--- config.mk ---
export PLATFORM = sky130hd
export DESIGN_NAME = seq_divider
export DESIGN_NICKNAME = d
export VERILOG_FILES = /design/src/rtl/alu_div_pkg.sv /design/src/rtl/div_step.sv /design/src/rtl/seq_divider.sv
export SDC_FILE = /design/constraint.sdc
export NUM_CORES = 1
export LEC_CHECK = 0
export CELL_PAD_IN_SITES_DETAIL_PLACEMENT = 0
export CELL_PAD_IN_SITES_GLOBAL_PLACEMENT = 1
export CORE_UTILIZATION = 35
export CTS_BUF_LIST = sky130_fd_sc_hd__clkbuf_4 sky130_fd_sc_hd__clkbuf_8
export CTS_CLUSTER_SIZE = 24
export DETAILED_ROUTE_END_ITERATION = 12
export PLACE_DENSITY_LB_ADDON = 0.1
export SYNTH_ARGS = -nofsm -noshare
export SYNTH_HDL_FRONTEND = slang
export SYNTH_SLANG_ARGS = --single-unit
--- constraint.sdc ---
create_clock -name iClk -period 5.45 [get_ports iClk]
set_clock_uncertainty 0.15 [all_clocks]
set_input_delay 1.09 -clock iClk [delete_from_list [all_inputs] [get_ports iClk]]
set_output_delay 1.09 -clock iClk [all_outputs]
set_load 0.01 [all_outputs]
--- src/rtl/alu_div_pkg.sv ---
// rtl/alu_div_pkg.sv - shared width, counter size and FSM state type for the sequential divider
package alu_div_pkg;

  localparam int DEF_WIDTH = 32;
  localparam int CNT_W     = $clog2(DEF_WIDTH);

  typedef enum logic [1:0] {
    IDLE  = 2'd0,
    RUN   = 2'd1,
    FIXUP = 2'd2,
    DONE  = 2'd3
  } state_t;

endpackage

--- src/rtl/div_step.sv ---
// rtl/div_step.sv - one combinational restoring-division step (shift, trial subtract, select)
module div_step #(
  parameter int WIDTH = 32
) (
  input  logic [WIDTH-1:0] rem_in,
  input  logic [WIDTH-1:0] quo_in,
  input  logic [WIDTH-1:0] divisor,
  output logic [WIDTH-1:0] rem_out,
  output logic [WIDTH-1:0] quo_out
);

  logic [WIDTH:0] shifted;
  logic [WIDTH:0] diff;
  logic           carry;
  logic           fits;

  assign shifted = {rem_in, quo_in[WIDTH-1]};

  // rem - divisor as rem + ~divisor + 1; carry out set means no borrow
  assign {carry, diff} = {1'b0, shifted} + {1'b0, ~{1'b0, divisor}} + {{(WIDTH + 1){1'b0}}, 1'b1};

  // an accepted trial must leave a remainder that fits back into WIDTH bits
  assign fits    = carry & ~diff[WIDTH];
  assign rem_out = fits ? diff[WIDTH-1:0] : shifted[WIDTH-1:0];
  assign quo_out = {quo_in[WIDTH-2:0], fits};

endmodule

--- src/rtl/seq_divider.sv ---
// rtl/seq_divider.sv - multi-cycle signed/unsigned restoring divider, one quotient bit per clock
// Optional SEQ_DIV_ZERO_TRAP_EN: divide-by-zero skips RUN, returns Q=0/R=dividend and flags oDivZero.
module seq_divider
  import alu_div_pkg::*;
#(
  parameter int WIDTH = DEF_WIDTH
) (
  input  logic             iClk,
  input  logic             iRst,
  input  logic             iStart,
  input  logic             iSigned,
  input  logic [WIDTH-1:0] iX,
  input  logic [WIDTH-1:0] iY,
  output logic             oBusy,
  output logic             oValid,
`ifdef SEQ_DIV_ZERO_TRAP_EN
  output logic             oDivZero,
`endif
  output logic [WIDTH-1:0] oQ,
  output logic [WIDTH-1:0] oR
);

  localparam int CW = $clog2(WIDTH);

  state_t           state, state_nx;
  logic [CW-1:0]    cnt;
  logic [WIDTH-1:0] rem, quo, dvsr;
  logic [WIDTH-1:0] rem_nx, quo_nx;
  logic             sign_q, sign_r;
  logic             neg_x, neg_y;

  assign neg_x = iSigned & iX[WIDTH-1];
  assign neg_y = iSigned & iY[WIDTH-1];

  div_step #(.WIDTH(WIDTH)) u_step (
    .rem_in  (rem),
    .quo_in  (quo),
    .divisor (dvsr),
    .rem_out (rem_nx),
    .quo_out (quo_nx)
  );

`ifdef SEQ_DIV_ZERO_TRAP_EN
  logic dz;
  assign oDivZero = (state == DONE) & dz;
`endif

  always_comb begin
    state_nx = state;
    case (state)
      IDLE: begin
        if (iStart) begin
`ifdef SEQ_DIV_ZERO_TRAP_EN
          state_nx = (iY == '0) ? FIXUP : RUN;
`else
          state_nx = RUN;
`endif
        end
      end
      RUN:     if (cnt == CW'(WIDTH - 1)) state_nx = FIXUP;
      FIXUP:   state_nx = DONE;
      DONE:    state_nx = IDLE;
      default: state_nx = IDLE;
    endcase
  end

  always_ff @(posedge iClk or posedge iRst) begin
    if (iRst) begin
      state  <= IDLE;
      cnt    <= '0;
      rem    <= '0;
      quo    <= '0;
      dvsr   <= '0;
      sign_q <= 1'b0;
      sign_r <= 1'b0;
      oQ     <= '0;
      oR     <= '0;
`ifdef SEQ_DIV_ZERO_TRAP_EN
      dz     <= 1'b0;
`endif
    end else begin
      state <= state_nx;
      case (state)
        IDLE: begin
          if (iStart) begin
            cnt    <= '0;
            rem    <= '0;
            quo    <= neg_x ? -iX : iX;
            dvsr   <= neg_y ? -iY : iY;
            // a zero divisor keeps the all-ones quotient un-negated
            sign_q <= (neg_x ^ neg_y) & (|iY);
            sign_r <= neg_x;
`ifdef SEQ_DIV_ZERO_TRAP_EN
            dz     <= (iY == '0);
`endif
          end
        end
        RUN: begin
          rem <= rem_nx;
          quo <= quo_nx;
          cnt <= cnt + 1'b1;
        end
        FIXUP: begin
`ifdef SEQ_DIV_ZERO_TRAP_EN
          if (dz) begin
            // quo still holds |dividend| because RUN was skipped
            oQ <= '0;
            oR <= sign_r ? -quo : quo;
          end else begin
            oQ <= sign_q ? -quo : quo;
            oR <= sign_r ? -rem : rem;
          end
`else
          oQ <= sign_q ? -quo : quo;
          oR <= sign_r ? -rem : rem;
`endif
        end
        default: ;
      endcase
    end
  end

  assign oBusy  = (state != IDLE);
  assign oValid = (state == DONE);

endmodule

==> metrics.txt <==
status finished with violations; failing checks DRC; Post-DRT Antenna Nets 0; Yosys cell types 68; hold path cells 2; Synth area leader dfrtp_1; worst skew pair latency between 0.4 and 0.5 ns; Core Area around 0.031 mm2; Initial Util 0.358; Core Rows 64; Synth Instances 1300; CP arrival approximately 4.3 ns; # hold bufs at CTS 0; final cell count without fillers between 1500 and 2000; DRT Wirelength 30.5 mm; Die Y ~180 um; clock buffer depth 2; Post-DP HPWL approximately 22 mm; minimum clock period 4.08 ns; DRT Pass-1 Iters 11; DRT iter0 DRCs 740; critical path fanouts, max 24; Ports roughly 130; Worst EP required approximately 5.6 ns; Peak Freq 245 MHz; Yosys reg bits ~170; most common cell in the netlist dfrtp_1; port bufs about 130; final number of setup-violating endpoints 0; max_slew headroom 0.278; power per cell area between 500 and 600 mW/mm2; Synth Area per Inst ~8.5 um2; dpl cells roughly 1800; CTS resizes 0; first-pass GRT wire length approximately 50 mm; Hold Path Sink dvsr[10]; Setup Crit Path Kind reg2reg; final hold violation count 0; RSZ-0062 raised after global routing no; static leakage approximately 5.6 nW; Maximum Capacitance Violations 0; # diodes 0; slowest CP cell nor2_2; Area Growth Syn to Fin 18.9%; die area 0.0322 mm2; Startpoint Class register; mapped cell area approximately 0.011 mm2; Fillers between 3000 and 4000; Worst setup EP type register; Avg WL per Cell 17.0 um; vias per inst around 5.3; TNS Setup 0 ns; via count approximately 9500; Final period util 0.748; post-synthesis sequential area ratio 0.383; largest net degree at the start of global routing 170; CP max stage delay 0.93 ns; Top FF cell, synth dfrtp_1; warnings from Yosys 0; CP cell instances inv_1 -> ha_1 -> inv_1 -> fa_1 -> a21o_1 -> nand4_1 -> a2111o_1 -> nand3_1 -> nand4_1 -> a21oi_1 -> o211ai_1 -> nor2_2 -> o311ai_0; HP Start dvsr[10]; R2R depth 13; Post-synth EDFFs 0; Hold Crit Class reg2reg; Global Route Usage Sum 0.194; reg2reg end rem[1]; CTS Root Cell clkbuf_8; post-route setup slack around 1.4 ns; worst vdd ir approximately 0.26 mV; drt drc 14; CTS H-tree depth 4; postcts setup bufs 0; nets 1500; clk sinks between 150 and 200; total CTS buffers 17; Post-synth ARST share 1.00; width of the die 180 um; Finished Core Util 0.426; vias in the first global route approximately 9000; initial antenna violation count 0; top cells by area, synth dfrtp_1, xor2_1, a21oi_1; share of layout cells above drive strength 1 0.0528; Multi-input gate area ~0.0063 mm2; WP buf/inv 2; Post-synth top cells dfrtp_1, a21oi_1, nand2_1; TritonCTS clock tree done; pre-CTS setup slack approximately 1.2 ns; GPL Wtd Cong approximately 0.83; Reg-to-Reg Start quo[31]; Final Slew Violations 0; Clock transition at path regs about 0.1 ns; R2R setup slack between 1 and 1.5 ns; Top delay family on crit path simple AND/OR/NAND/NOR gates; Synth top area share 0.383; syn_nets around 1400; register area around 0.0042 mm2; worst-margin pin slew 1.08 ns; grt total ovfl 0
[report_power, final]
group	internal, mW	switching, mW
Combinational	1.52	1.98
Sequential	1.76	0.452
Clock	0.438	0.525
Total	3.71	2.95
[state kept, by name, indices dropped and copies added (netlist names)]
register	count
dvsr	32
oR	32
state	2
quo	32
cnt	5
sign_r	1
sign_q	1
oQ	32
rem	32
[worst max path at each step]
stage / endpoint / cells past startpoint / from / slack (ns)
global route: rem[1] / 13 / quo[31] / 0.96
finish: rem[1] / 13 / quo[31] / 1.37
global placement: dvsr[29] / 10 / iY[2] / 1.28
CTS: rem[0] / 13 / quo[31] / 1.33
floorplan: cnt[0] / 1 / iRst / 2.06
detailed placement: dvsr[29] / 10 / iY[2] / 1.20
[per-stage QoR]
step                hold slack (ns)  total power [mW]  area (um2)
floorplan                     0.300              4.46       11000
global placement              0.312              5.72       12700
detailed placement            0.322              5.75       12700
CTS                           0.345              6.74       13100
global route                  0.359              7.25       13100
finish                        0.336              6.67       13100
[worst reg2reg max path: stages, from the launching register on]
cell and delay, ns:
dfrtp_1 0.33, inv_1 0.09, ha_1 0.23, inv_1 0.07
fa_1 0.20, a21o_1 0.16, nand4_1 0.17, a2111o_1 0.44
nand3_1 0.19, nand4_1 0.17, a21oi_1 0.22, o211ai_1 0.33
nor2_2 0.93, o311ai_0 0.24
[routing by layer]
| layer | vias up | share of wire | track usage | wire length (um) |
|---|---|---|---|---|
| met2 | 197 | 0.41 | 0.277 | 12600 |
| met5 | - | 0 | 0 | 0 |
| met3 | 19 | 0.038 | 0.0300 | 1150 |
| met4 | 0 | 0.0084 | 0.0407 | 257 |
| li1 | 4817 | - | - | - |
| met1 | 4492 | 0.54 | 0.305 | 16600 |
[logic make-up after synthesis]
logic type | after synthesis | share of synthesized area
AOI/OAI and AO/OA | 408 | 0.229
and+or+nand+nor | 389 | 0.165
DFF | 169 | 0.383
xor gates and xnor gates | 149 | 0.118
buffers and inverters | 131 | 0.0449
adders and majority gates | 43 | 0.0494
muxes | 11 | 0.0109
[layout by cell type, fill, tap and decap left out, types with 11 or more instances in the layout]
master | Yosys | layout
clkbuf_8 | 0 | 18
xnor2_1 | 64 | 64
o211ai_1 | 18 | 18
a21oi_1 | 140 | 140
dfrtp_1 | 169 | 169
clkdlybuf4s50_1 | 0 | 133
o21ai_0 | 108 | 108
o41ai_1 | 13 | 13
a22oi_1 | 24 | 24
nor3_1 | 14 | 14
nor2_1 | 127 | 126
nand3_1 | 16 | 16
a21o_1 | 11 | 11
nand2_1 | 134 | 133
ha_1 | 42 | 41
a31oi_1 | 11 | 11
nor4_1 | 11 | 11
xor2_1 | 85 | 85
nand4_1 | 17 | 17
a221o_1 | 19 | 19
o31ai_1 | 22 | 22
inv_1 | 59 | 58
[cell type report]
type,count,share of cell area
Inverter,59,0.0172
Multi-Input combinational cell,1000,0.483
Timing Repair Buffer,142,0.108
Sequential cell,169,0.322
Clock buffer,19,0.0195
Tap cell,396,0.0378
Clock inverter,13,0.0125
Power figures use the tool's default switching activity.
